==> src/rtl/rx_frame_delineator_if.sv <==
// rx_frame_delineator_if
//   Bundles the raw XGMII receive lanes and the delineated stream/strobes that
//   come out of the frame delineator.
//   master : XGMII source / downstream consumer side (drives rxd/rxc, sees strobes)
//   slave  : the delineator itself
//   xgmii_rxd/xgmii_rxc   raw 64-bit data + 8 lane-control bits, lane 0 first
//   rxd64_d2              data delayed by exactly 2 cycles
//   receiving_d2          rxd64_d2 carries 8 valid frame bytes
//   get_terminator        rxd64_d2 is the terminating word (1-cycle pulse)
//   terminator_location   lane of /T/ = valid bytes in that word
//   wait_crc_check        3-cycle window after get_terminator
//   frame_bytes           bytes after SFD incl. FCS, valid with get_terminator
//   frame_error           aborted frame pulse
//   frame_too_long        oversize frame pulse
interface rx_frame_delineator_if;
  logic [63:0] xgmii_rxd;
  logic [7:0]  xgmii_rxc;
  logic [63:0] rxd64_d2;
  logic        receiving_d2;
  logic        get_terminator;
  logic [2:0]  terminator_location;
  logic        wait_crc_check;
  logic [15:0] frame_bytes;
  logic        frame_error;
  logic        frame_too_long;

  modport master (
    output xgmii_rxd, xgmii_rxc,
    input  rxd64_d2, receiving_d2, get_terminator, terminator_location,
           wait_crc_check, frame_bytes, frame_error, frame_too_long
  );

  modport slave (
    input  xgmii_rxd, xgmii_rxc,
    output rxd64_d2, receiving_d2, get_terminator, terminator_location,
           wait_crc_check, frame_bytes, frame_error, frame_too_long
  );
endinterface

==> src/rtl/rx_frame_delineator.sv <==
// rx_frame_delineator
//   Front end of the 10G receive path. Decodes raw XGMII words, tracks frame
//   start (/S/ + preamble + SFD) and end (/T/), and emits a 2-cycle-delayed
//   data stream with framing strobes for the CRC checker. Flags aborted
//   frames (stray control characters, early /S/) and oversize frames.
// Ports
//   rxclk   in  receive clock, posedge
//   reset   in  asynchronous, active-high
//   bus     rx_frame_delineator_if.slave (XGMII in, stream + strobes out)
// Parameters
//   MAX_WORDS  full data words allowed after the SFD word before the frame is
//              declared too long (190 words = 1520 bytes)
module rx_frame_delineator #(
  parameter int MAX_WORDS = 190
) (
  input  logic                 rxclk,
  input  logic                 reset,
  rx_frame_delineator_if.slave bus
);

  localparam logic [1:0] S_IDLE    = 2'd0;
  localparam logic [1:0] S_RECV    = 2'd1;
  localparam logic [1:0] S_DISCARD = 2'd2;

  localparam int CW = $clog2(MAX_WORDS + 1);

  // /S/ in lane 0, six preamble bytes, SFD in lane 7
  localparam logic [63:0] START_WORD = {8'hD5, {6{8'h55}}, 8'hFB};

  // ---------------------------------------------------------------------------
  // Combinational decode of the raw word
  // ---------------------------------------------------------------------------
  logic       is_start;
  logic       any_ctrl;
  logic       term_ok;
  logic [2:0] term_lane;

  assign is_start = (bus.xgmii_rxc == 8'h01) && (bus.xgmii_rxd == START_WORD);
  assign any_ctrl = |bus.xgmii_rxc;

  // The lowest control lane is the only candidate for /T/: anything below it
  // is data by construction, anything above it (idles) is tolerated. If that
  // lane is not /T/, the word is a framing error.
  always_comb begin
    term_lane = 3'd0;
    for (int k = 7; k >= 0; k--) begin
      if (bus.xgmii_rxc[k]) term_lane = 3'(k);
    end
    term_ok = any_ctrl && (bus.xgmii_rxd[{term_lane, 3'b000} +: 8] == 8'hFD);
  end

  // ---------------------------------------------------------------------------
  // Stage d1: FSM and registered decode results
  // ---------------------------------------------------------------------------
  logic [1:0]    state;
  logic [CW-1:0] wcnt;
  logic [63:0]   rxd_d1;
  logic          rcv_d1;
  logic          term_d1;
  logic          err_d1;
  logic          tl_d1;
  logic [2:0]    loc_d1;
  logic [15:0]   bytes_d1;

  always_ff @(posedge rxclk or posedge reset) begin
    if (reset) begin
      state    <= S_IDLE;
      wcnt     <= '0;
      rxd_d1   <= '0;
      rcv_d1   <= 1'b0;
      term_d1  <= 1'b0;
      err_d1   <= 1'b0;
      tl_d1    <= 1'b0;
      loc_d1   <= 3'd0;
      bytes_d1 <= 16'd0;
    end else begin
      rxd_d1   <= bus.xgmii_rxd;
      rcv_d1   <= 1'b0;
      term_d1  <= 1'b0;
      err_d1   <= 1'b0;
      tl_d1    <= 1'b0;
      loc_d1   <= 3'd0;
      bytes_d1 <= 16'd0;
      case (state)
        S_IDLE: begin
          // A /S/ with a corrupted preamble is silently ignored.
          if (is_start) begin
            state <= S_RECV;
            wcnt  <= '0;
          end
        end
        S_RECV: begin
          if (!any_ctrl) begin
            if (wcnt == CW'(MAX_WORDS)) begin
              tl_d1 <= 1'b1;
              state <= S_DISCARD;
            end else begin
              rcv_d1 <= 1'b1;
              wcnt   <= wcnt + 1'b1;
            end
          end else if (term_ok) begin
            term_d1  <= 1'b1;
            loc_d1   <= term_lane;
            bytes_d1 <= 16'({wcnt, 3'b000}) + 16'(term_lane);
            state    <= S_IDLE;
          end else begin
            // Covers /E/, stray control and an early /S/; the /S/ word is
            // deliberately not treated as a new start.
            err_d1 <= 1'b1;
            state  <= S_IDLE;
          end
        end
        S_DISCARD: begin
          // Wait out the oversize frame; first control word ends it.
          if (any_ctrl) state <= S_IDLE;
        end
        default: state <= S_IDLE;
      endcase
    end
  end

  // ---------------------------------------------------------------------------
  // Stage d2: output registers and CRC verdict window
  // ---------------------------------------------------------------------------
  logic [63:0] rxd_d2;
  logic        rcv_d2;
  logic        term_d2;
  logic        err_d2;
  logic        tl_d2;
  logic [2:0]  loc_d2;
  logic [15:0] bytes_d2;
  logic [1:0]  wcc_cnt;

  always_ff @(posedge rxclk or posedge reset) begin
    if (reset) begin
      rxd_d2   <= '0;
      rcv_d2   <= 1'b0;
      term_d2  <= 1'b0;
      err_d2   <= 1'b0;
      tl_d2    <= 1'b0;
      loc_d2   <= 3'd0;
      bytes_d2 <= 16'd0;
      wcc_cnt  <= 2'd0;
    end else begin
      rxd_d2   <= rxd_d1;
      rcv_d2   <= rcv_d1;
      term_d2  <= term_d1;
      err_d2   <= err_d1;
      tl_d2    <= tl_d1;
      loc_d2   <= loc_d1;
      bytes_d2 <= bytes_d1;
      // Loaded the cycle after get_terminator, counts 3 -> 1; a fresh
      // terminator inside the window restarts it.
      if (term_d2)              wcc_cnt <= 2'd3;
      else if (wcc_cnt != 2'd0) wcc_cnt <= wcc_cnt - 2'd1;
    end
  end

  assign bus.rxd64_d2            = rxd_d2;
  assign bus.receiving_d2        = rcv_d2;
  assign bus.get_terminator      = term_d2;
  assign bus.terminator_location = loc_d2;
  assign bus.frame_bytes         = bytes_d2;
  assign bus.frame_error         = err_d2;
  assign bus.frame_too_long      = tl_d2;
  assign bus.wait_crc_check      = |wcc_cnt;

endmodule
==> src/flat_wrapper.sv <==
// flat-port wrapper written by rule: the top's interface ports become plain ports
module rx_frame_delineator_flat 
#(
  parameter int MAX_WORDS = 190
)
  (rxclk, reset, bus_xgmii_rxd, bus_xgmii_rxc, bus_rxd64_d2, bus_receiving_d2, bus_get_terminator, bus_terminator_location, bus_wait_crc_check, bus_frame_bytes, bus_frame_error, bus_frame_too_long);
  rx_frame_delineator_if bus_i ();
  input  logic rxclk;
  input  logic reset;
  input wire logic [$bits(bus_i.xgmii_rxd)-1:0] bus_xgmii_rxd;
  input wire logic [$bits(bus_i.xgmii_rxc)-1:0] bus_xgmii_rxc;
  output wire logic [$bits(bus_i.rxd64_d2)-1:0] bus_rxd64_d2;
  output wire logic [$bits(bus_i.receiving_d2)-1:0] bus_receiving_d2;
  output wire logic [$bits(bus_i.get_terminator)-1:0] bus_get_terminator;
  output wire logic [$bits(bus_i.terminator_location)-1:0] bus_terminator_location;
  output wire logic [$bits(bus_i.wait_crc_check)-1:0] bus_wait_crc_check;
  output wire logic [$bits(bus_i.frame_bytes)-1:0] bus_frame_bytes;
  output wire logic [$bits(bus_i.frame_error)-1:0] bus_frame_error;
  output wire logic [$bits(bus_i.frame_too_long)-1:0] bus_frame_too_long;
  assign bus_i.xgmii_rxd = bus_xgmii_rxd;
  assign bus_i.xgmii_rxc = bus_xgmii_rxc;
  assign bus_rxd64_d2 = bus_i.rxd64_d2;
  assign bus_receiving_d2 = bus_i.receiving_d2;
  assign bus_get_terminator = bus_i.get_terminator;
  assign bus_terminator_location = bus_i.terminator_location;
  assign bus_wait_crc_check = bus_i.wait_crc_check;
  assign bus_frame_bytes = bus_i.frame_bytes;
  assign bus_frame_error = bus_i.frame_error;
  assign bus_frame_too_long = bus_i.frame_too_long;
  rx_frame_delineator #(.MAX_WORDS(MAX_WORDS)) u_core (.rxclk(rxclk), .reset(reset), .bus(bus_i));
endmodule
==> config.mk <==
export PLATFORM = sky130hd
export DESIGN_NAME = rx_frame_delineator_flat
export DESIGN_NICKNAME = d
export VERILOG_FILES = /design/src/rtl/rx_frame_delineator_if.sv /design/src/rtl/rx_frame_delineator.sv /design/src/flat_wrapper.sv
export SDC_FILE = /design/constraint.sdc
export NUM_CORES = 1
export LEC_CHECK = 0
export CORE_UTILIZATION = 55
export DETAILED_ROUTE_END_ITERATION = 10
export DONT_BUFFER_PORTS = 1
export PLACE_DENSITY = 0.73
export SKIP_CTS_REPAIR_TIMING = 1
export SLEW_MARGIN = 25
export SYNTH_ARGS = -nofsm -noshare
export SYNTH_HDL_FRONTEND = slang
export SYNTH_SLANG_ARGS = --single-unit
==> constraint.sdc <==
create_clock -name rxclk -period 5.99 [get_ports rxclk]
set_input_delay 1.198 -clock rxclk [delete_from_list [all_inputs] [get_ports rxclk]]
set_output_delay 1.198 -clock rxclk [all_outputs]
set_load 0.1 [all_outputs]
# Yosys cells after proc, flatten, opt, wreduce, memory -nomap -nowiden
# Index checks and enable logic that the tools add are counted.
# Widths: inputs -> output; s select.
# word_totals
ff_bits	186
wordCells	79
# op_classes
n_addsub	3
n_eq_ne	11
n_shift	1
n_mux	37
n_reduce_logical	10
# op_table
op	n
$eq 64x64->1 const B	1
$shiftx 64x7->8	1
$mux 16	3
$mux 3	11
$mux 8	3
$eq 8x8->1 const B	2
$pmux 8 s2	1
$add 11x3->12	1
$mux 1	12
$mux 2	6
$add 8x1->8 const B	1
$eq 8x1->1 const B	1
$reduce_or 8->1	1
$pmux 2 s3	1
$reduce_bool 2->1	3
$ne 2x1->1 const B	2
$ne 2x2->1 const B	2
$reduce_and 4->1	1
$ne 3x1->1 const B	1
$reduce_and 3->1	1
$eq 2x1->1 const B	1
$eq 2x2->1 const B	1
$logic_and 1x1->1	2
$logic_not 2->1	1
2 further kinds	2

# Longest topological paths before layout
# Gate-level depths: netlist (run 1).
# depth
ltp_word	14
mapped_depth	7

# Worst setup path before layout (run 1)
# OpenSTA, ideal clock, no wires.
# synth_timing
kind	input port to flip-flop
from	input bus_xgmii_rxc[4]
to	register u_core.bytes_d1[5]
t_arrival_ps	2786
t_required_ps	5921
setup_slack_ps	3135
stages	7
path_buffers	1
cell_sequence	or4_4 -> and2_4 -> or3_4 -> o221ai_2 -> a22oi_2 -> buf_6 -> nor2b_2
# synth_between
elab_chain_len	11
# synth_rtl
element	line	text
start, declared	flat_wrapper.sv:11	input wire logic [$bits(bus_i.xgmii_rxc)-1:0] bus_xgmii_rxc;
$mux 3 (5 in series)	rx_frame_delineator.sv:47	if (bus.xgmii_rxc[k]) term_lane = 3'(k);
$shiftx 64x7->8	rx_frame_delineator.sv:49	term_ok = any_ctrl && (bus.xgmii_rxd[{term_lane, 3'b000} +: 8] == 8'hFD);
$eq 8x8->1	rx_frame_delineator.sv:49	
$logic_and 1x1->1	rx_frame_delineator.sv:49	
$mux 16	rx_frame_delineator.sv:101	end else if (term_ok) begin
$mux 16 *	rx_frame_delineator.sv:93	if (!any_ctrl) begin
$mux 16 *	rx_frame_delineator.sv:84	case (state)
end signal, assigned	rx_frame_delineator.sv:104	bytes_d1 <= 16'({wcnt, 3'b000}) + 16'(term_lane);
end, declared	rx_frame_delineator.sv:63	logic [15:0] bytes_d1;
# Mark *: on every way between the ends. The rest lies on a longest branch, timed or not.
# A chain may end at the register's enable or synchronous reset.

# Final worst setup path (run 1)
# layout_timing
from	register u_core.wcc_cnt[0]
to	output bus_wait_crc_check
# layout_between
elab_chain_len	1
# layout_rtl
element	line	text
start, declared	rx_frame_delineator.sv:132	logic [1:0] wcc_cnt;
start signal, assigned	rx_frame_delineator.sv:155	else if (wcc_cnt != 2'd0) wcc_cnt <= wcc_cnt - 2'd1;
$reduce_or 2->1	rx_frame_delineator.sv:166	assign bus.wait_crc_check = |wcc_cnt;
end, declared	flat_wrapper.sv:16	output wire logic [$bits(bus_i.wait_crc_check)-1:0] bus_wait_crc_check;
# Every way passes these cells.

==> results of run 1 <==
==> state kept, by name, summed over array words and instances (netlist names) <==
name and flops:
u_core.bus.frame_error 1, u_core.rcv_d1 1, u_core.bus.receiving_d2 1, u_core.wcnt 8, u_core.bus.get_terminator 1, u_core.bus.rxd64_d2 64
u_core.wcc_cnt 2, u_core.bytes_d1 9, u_core.bus.frame_bytes 9, u_core.term_d1 1, u_core.bus.terminator_location 2, u_core.bus.frame_too_long 1
u_core.err_d1 1, u_core.rxd_d1 64, u_core.state 2, u_core.loc_d1 2, u_core.tl_d1 1
==> critical path: stages, from the launching register on <==
cell and delay (ps):
dfrtp_1 360, inv_1 50, ha_1 240, inv_1 630
==> path summary, 6_finish.rpt <==
path,start,to,slack (ps),cells past startpoint
setup / recovery,u_core.wcc_cnt[0],bus_wait_crc_check,3010,3
hold / removal,u_core.rxd_d1[46],u_core.bus.rxd64_d2[46],350,0
setup reg to reg,u_core.wcnt[0],u_core.wcnt[5],3940,7
hold reg to reg,u_core.rxd_d1[46],u_core.bus.rxd64_d2[46],350,0
max in group asynchronous,reset,u_core.bus.frame_bytes[3],4140,2
min in group asynchronous,reset,u_core.bus.get_terminator,670,1
==> cell usage after synthesis, types with 5 or more instances <==
master,count
dfrtp_1,170
nor2_1,18
nand4_1,11
inv_1,9
buf_4,8
nor2b_1,8
xor2_1,7
and3_1,6
nand2_1,6
nand3_1,6
nor4_1,6
nor2b_2,5
==> metrics by stage <==
stage	worst slack [ps]	area (um2)
after floorplan	189	5240
after global placement	2780	5350
after detailed placement	2690	5350
after CTS	2980	5920
after global routing	2950	5920
final	3010	5920
==> layout make-up <==
cell class / count / area, um2
clock buffer: 17 / 414
clock inverter: 15 / 154
fill: 628 / 3320
inverter: 9 / 41.3
multi-input combinational: 123 / 883
sequential: 170 / 4260
tap: 129 / 161
timing repair buffer: 1 / 7.51
==> per-layer routing <==
layer	GRT usage	vias up	wire, um
li1	-	1063	-
met4	0.0769	0	244
met1	0.230	1279	3460
met2	0.348	115	5020
met5	0	-	0
met3	0.0752	20	711
==> power by group through the flow <==
stage | registers [mW] | logic (mW) | clock network (mW)
floorplan | 1.39 | 0.0426 | 0
global placement | 1.39 | 0.0479 | 0
detailed placement | 1.39 | 0.0486 | 0
CTS | 1.37 | 0.0489 | 1.05
global route | 1.37 | 0.0537 | 1.10
finish | 1.37 | 0.0476 | 1.03
==> kinds of logic after synthesis <==
group | count (synthesis) | share of synthesized area
AO/OA/AOI/OAI | 11 | 0.0199
XOR/XNOR | 7 | 0.0117
adder cells (fa/ha/maj) | 3 | 0.00718
buffers and inverters | 18 | 0.0201
flip-flops | 170 | 0.814
multiplexers | 5 | 0.0103
other | 1 | 0.000717
AND/OR/NAND/NOR | 92 | 0.116
==> cells in the final DEF (no fill, tap or decap), types with 2 or more instances in the layout <==
cell type,instances
nor2b_2,5
nor4b_1,2
inv_6,5
nand2b_1,2
nand2_1,6
and4b_1,4
conb_1,5
nor4_1,6
and3_1,6
nor2_2,2
dfrtp_2,3
nand4_1,11
xor2_1,7
dfrtp_1,167
inv_8,5
nor2b_1,8
mux2i_1,2
nor2_1,18
and4_1,4
clkinvlp_4,4
nand3_1,6
clkbuf_16,16
ha_1,3
mux2_2,3
inv_1,8
==> flow_summary.ini, run 1 <==
[detailed_routing]
drc = 0
detailroute.via_count = 2477
viasPerCell = 5.34
antenna_left = 0
routed_wl_mm = 9.43
drtIter0Drc = 116
drt-pass1-iter-count = 4
post_drt_wl_per_cell_um = 20.3

[place]
gp_congestion = 0.915
dp.cells = 432
dpl.hpwl_mm = 6.60
port_buffers = 0

[yosys]
syn_area_um2 = 5230
synth_edf_count = 0
synth_flop_cell = dfrtp_1
synthArstFlopShare = 1.00
synth-seq-area-share = 0.814
ys_seq_elements = 170
synth.distinct_cells = 45
yosysWarningCount = 0
yosysTopAreaCell = dfrtp_1
syn_area_per_cell_um2 = 17.0
yosys.area.top_type_share = 0.814
synthTopCellsByArea = dfrtp_1 (81%), nand4_1 (1.3%), nor2_1 (1.3%), xor2_1 (1.2%), buf_4 (1.1%)
syn_inst = 307

[grt]
grt_max_degree = 119
first_global_vias = 2579
grt_pass1_wl_mm = 14.4
gr-usage-all-layers = 0.202
gr-total-overflow = 0
antenna_found_initial = 0

[clocking]
clk_path_buf_depth = 2
clkLatencyLatePin_ps = 510
numClockSinks = 170
h-tree-depth = 4
path_clk_slew_ps = 70
numCtsBuffers = 17
cts_tree = built
clockRootBuffer = clkbuf_8

[layout]
instances_no_fill = 464
post-route-util = 0.641
fin_nets = 399
area_delta_synth_final_pct = 13.2
drive_gt1_frac = 0.173
n_antenna_cell = 0

[die]
dieArea_um2 = 9900
die_w_um = 99.5
num_rows = 35
core_um2 = 9240
start_util = 0.566
io-pin-count = 162
die_y_um = 99.5

[timing]
timing.fmax_mhz = 335
finalCritPeriodShare = 0.498
hold_viol_final = 0
slew_viol_final = 0
slew_headroom = 0.368
grt_setup_unrepaired = false
fin_crit_ps = 2980
setup_tns_ps = 0
setup_viol_count_final = 0
final.setup_skew_ps = 7.60
timing.hold.ws_ps = 346
tightestPinTransition_ps = 951

[power_and_ir_drop]
power_frac_comb = 0.019
p_int_mw = 1.76
p_clk_frac = 0.421
p_sw_frac = 0.280
pwr-share-seq = 0.559
p_total_mw = 2.45
p_sw_mw = 0.687
p_leak_nw = 2.72
powerDensity_nw_per_um2 = 414
peakVddDrop_uv = 220

[min_path]
hp-class = reg -> reg

[critical_path]
worstPathArrival_ps = 1780
crit_path_end_kind = primary output
cp_max_fo = 4
cp-start-kind = flip-flop
crit_type = reg -> out
required_ps = 4790

[status]
outcome = finished clean

[run]
max_cap_viol_count = 0
No activity file was read; power rests on OpenSTA's default activity.
==> inputs of run 2 (changes only) <==
--- a/config.mk
+++ b/config.mk
@@ -5,10 +5,10 @@
 export SDC_FILE = /design/constraint.sdc
 export NUM_CORES = 1
 export LEC_CHECK = 0
-export CORE_UTILIZATION = 55
+export CORE_UTILIZATION = 61
 export DETAILED_ROUTE_END_ITERATION = 10
 export DONT_BUFFER_PORTS = 1
-export PLACE_DENSITY = 0.73
+export PLACE_DENSITY = 0.77
 export SKIP_CTS_REPAIR_TIMING = 1
 export SLEW_MARGIN = 25
 export SYNTH_ARGS = -nofsm -noshare
==> constraint.sdc (replaced) <==
create_clock -name rxclk -period 3 [get_ports rxclk]
set_input_delay 0.6 -clock rxclk [delete_from_list [all_inputs] [get_ports rxclk]]
set_output_delay 0.6 -clock rxclk [all_outputs]
set_load 0.1 [all_outputs]
==> flow_summary.ini, run 2 (synthesis gave the netlist of run 1 again) <==
[die]
die_w_um = 94.6
die_y_um = 94.6
dieArea_um2 = 8940
io-pin-count = 162
core_um2 = 8260
num_rows = 33
start_util = 0.633

[detailed_routing]
viasPerCell = 5.88
routed_wl_mm = 10.6
drt-pass1-iter-count = 4
met3WireLength_mm = 1.02
wirelength_met1_mm = 3.62
wl_met2_mm = 5.68
drtIter0Drc = 160
detailroute.via_count = 2609
post_drt_wl_per_cell_um = 23.9
drc = 0
antenna_left = 0
dr.max_layer_used = met4

[critical_path]
worstPathArrival_ps = 1820
reg2regPathDepth = 5
crit_type = reg -> out
cp-start-kind = flip-flop
rr_endpoint = u_core.wcnt[1]
cp_max_fo = 4
ff2ff_setup_slack_ps = 850
r2r-start = u_core.state[0]
required_ps = 2400
crit_path_end_kind = primary output

[power_and_ir_drop]
peakVddDrop_uv = 466
powerDensity_nw_per_um2 = 844
p_leak_nw = 2.76
p_total_mw = 5.03

[place]
dpl.hpwl_mm = 7.02
dp.cells = 412
port_buffers = 0
gp_congestion = 0.914
place_area_um2 = 5360
pre_cts_ws_ps = 263

[clocking]
numClockSinks = 170
clockRootBuffer = clkbuf_8
path_clk_slew_ps = 80
clk_path_buf_depth = 2
cts_tree = built
h-tree-depth = 4
clkLatencyLatePin_ps = 520
numCtsBuffers = 17

[layout]
fin_area_um2 = 5960
post-route-util = 0.722
fin_nets = 403
area_delta_synth_final_pct = 14.0
n_antenna_cell = 0
fillers = 462
final_cell_mix = dfrtp_1 (167), nor2_1 (18), clkbuf_16 (16)
drive_gt1_frac = 0.177
instances_no_fill = 444
final_common_cell = dfrtp_1

[timing]
grt_setup_unrepaired = false
hold_viol_final = 0
slew_headroom = 0.358
timing.hold.ws_ps = 59.0
timing.fmax_mhz = 414
fin_crit_ps = 2420
worst_slack_ps = 582
final.setup_skew_ps = 12.2
finalCritPeriodShare = 0.806
setup_viol_count_final = 0
tightestPinTransition_ps = 966
setup_tns_ps = 0
slew_viol_final = 0

[grt]
grt_pass1_wl_mm = 16.1
first_global_vias = 2847
gr-total-overflow = 0
gr-usage-all-layers = 0.262
grt_max_degree = 84
antenna_found_initial = 0

[run]
max_cap_viol_count = 0

[min_path]
hp-class = in -> async

[status]
outcome = finished clean
run 2: routing by layer:
layer  track usage  vias up
met5             0        -
met4         0.107        0
met3         0.120       27
met2         0.440      154
met1         0.290     1359
li1              -     1069
run 2: worst max-delay path by stage:
stage / start / to / cells after the start
final: u_core.wcc_cnt[0] / bus_wait_crc_check / 3
after detailed placement: bus_xgmii_rxc[1] / u_core.bytes_d1[10] / 6
after global placement: bus_xgmii_rxc[1] / u_core.bytes_d1[10] / 6
after CTS: u_core.wcc_cnt[0] / bus_wait_crc_check / 3
after floorplan: reset / u_core.bus.frame_bytes[10] / 1
after global routing: u_core.wcc_cnt[0] / bus_wait_crc_check / 3
run 2: critical path, cell delays in order, from the launching register on:
cell	delay, ps
dfrtp_1	380
inv_1	50
ha_1	250
inv_1	620
run 2: where the power goes:
part / internal (mW) / leakage (nW) / switching, mW
clock: 1.30 / 0.288 / 0.880
sequential: 2.37 / 2.07 / 0.369
combinational: 0.0184 / 0.394 / 0.0834
run 2: layout make-up:
type | count | area [um2] | share of cell area
clock buffer | 20 | 435 | 0.0730
clock inverter | 12 | 165 | 0.0277
inverter | 9 | 37.5 | 0.00630
multi-input combinational | 123 | 883 | 0.148
sequential | 170 | 4260 | 0.714
tap | 105 | 131 | 0.0220
timing repair buffer | 5 | 50.0 | 0.00840
==> inputs of run 3 (changes only) <==
==> constraint.sdc (replaced) <==
create_clock -name rxclk -period 2.5 [get_ports rxclk]
set_input_delay 0.5 -clock rxclk [delete_from_list [all_inputs] [get_ports rxclk]]
set_output_delay 0.5 -clock rxclk [all_outputs]
set_load 0.1 [all_outputs]
==> flow_summary.ini, run 3 (synthesis gave the netlist of run 1 again) <==
[status]
outcome = finished clean

[timing]
setup_viol_count_final = 0
fin_crit_ps = 2100
final.setup_skew_ps = 10.7
finalCritPeriodShare = 0.842
hold_viol_final = 0
setup_tns_ps = 0
timing.hold.ws_ps = 228
slew_headroom = 0.365
timing.fmax_mhz = 475
grt_setup_unrepaired = false
tightestPinTransition_ps = 954
slew_viol_final = 0

[critical_path]
reg2regPathDepth = 5
worstPathArrival_ps = 1600
crit_path_end_kind = primary output
crit_type = reg -> out
required_ps = 2000
cp_max_fo = 4
cp-start-kind = flip-flop

[detailed_routing]
routed_wl_mm = 13.2
post_drt_wl_per_cell_um = 25.3
viasPerCell = 5.89
detailroute.via_count = 3071
antenna_left = 0
drtIter0Drc = 222
drt-pass1-iter-count = 7
drc = 0

[place]
place_area_um2 = 5470
port_buffers = 0
dpl.hpwl_mm = 7.37
gp_congestion = 0.825

[grt]
grt_pass1_wl_mm = 17.2
antenna_found_initial = 0
grt_max_degree = 86
gr-usage-all-layers = 0.281
first_global_vias = 2923
gr-total-overflow = 0

[run]
max_cap_viol_count = 0

[layout]
fin_nets = 479
drive_gt1_frac = 0.173
multi_input_area_um2 = 883
final_common_cell = dfrtp_1
fillers = 347
fin_area_um2 = 6710
regArea_um2 = 4260
final_cell_mix = dfrtp_1 (167), dlygate4sd3_1 (65), nor2_1 (18)
area_delta_synth_final_pct = 28.4

[min_path]
min_path_cells = 2
hp-class = in -> reg

[power_and_ir_drop]
powerDensity_nw_per_um2 = 912
p_total_mw = 6.12
power_frac_comb = 0.035
p_leak_nw = 3.10
p_sw_mw = 1.72
p_int_mw = 4.40
peakVddDrop_uv = 695
p_sw_frac = 0.280
pwr-share-seq = 0.538
p_clk_frac = 0.427

[clocking]
numCtsBuffers = 17
clkLatencyLatePin_ps = 520
path_clk_slew_ps = 70
cts_tree = built
clk_path_buf_depth = 2
numClockSinks = 170
h-tree-depth = 4
clockRootBuffer = clkbuf_8

[die]
core_um2 = 8260
start_util = 0.633
num_rows = 33
die_w_um = 94.6
io-pin-count = 162
die_y_um = 94.6
dieArea_um2 = 8940
run 3: cell count changes in the layout (fill, tap and decap cells not counted):
cell and delta:
bufinv_16 -1, clkinv_4 -1, clkbuf_1 -1, buf_4 +9, diode_2 +1, inv_8 +3, inv_6 +3, dlygate4sd3_1 +65
clkbuf_8 -1, buf_12 +2, clkinvlp_4 -1, clkinv_2 -1
run 3: per-layer routing:
layer  vias to the layer above  track usage  share of wire
met2                       212        0.470           0.52
met4                         0        0.150          0.052
li1                       1226            -              -
met3                        61        0.113          0.083
met5                         -            0              0
met1                      1572        0.309           0.34
run 3: area by class of cell:
class | instances | area share
Sequential cell | 170 | 0.634
Multi-Input combinational cell | 123 | 0.132
Timing Repair Buffer | 81 | 0.120
Clock buffer | 18 | 0.0623
Clock inverter | 14 | 0.0259
Tap cell | 105 | 0.0196
Inverter | 9 | 0.00559
Antenna cell | 1 | 0.000373
run 3: through the flow:
step	util	setup slack, ps	cells
after floorplan	-	-169	311
after global placement	0.662	218	423
after detailed placement	0.662	151	423
after CTS	0.734	392	455
after global routing	0.813	243	520
final	0.813	396	521
run 3: final timing paths:
kind / startpoint / endpoint / slack [ps]
max in group asynchronous: reset / u_core.rxd_d1[41] / 1230
worst max-delay path: u_core.wcc_cnt[0] / bus_wait_crc_check / 400
min in group asynchronous: reset / u_core.wcc_cnt[0] / 490
worst min register to register: u_core.rxd_d1[12] / u_core.bus.rxd64_d2[12] / 350
worst min-delay path: bus_xgmii_rxc[2] / u_core.tl_d1 / 230
worst max register to register: u_core.state[0] / u_core.wcnt[1] / 490
run 3: power by group through the flow:
| stage | Combinational (mW) | Sequential (mW) | Clock [mW] |
|---|---|---|---|
| finish | 0.214 | 3.29 | 2.61 |
| floorplan | 0.102 | 3.32 | 0 |
| global route | 0.232 | 3.30 | 2.76 |
| CTS | 0.127 | 3.29 | 2.62 |
| global placement | 0.121 | 3.33 | 0 |
| detailed placement | 0.124 | 3.34 | 0 |
run 3: critical path, cell delays in order, from the launching register on:
cell	delay, ps
dfrtp_1	390
inv_1	60
ha_1	270
inv_1	80
buf_4	280
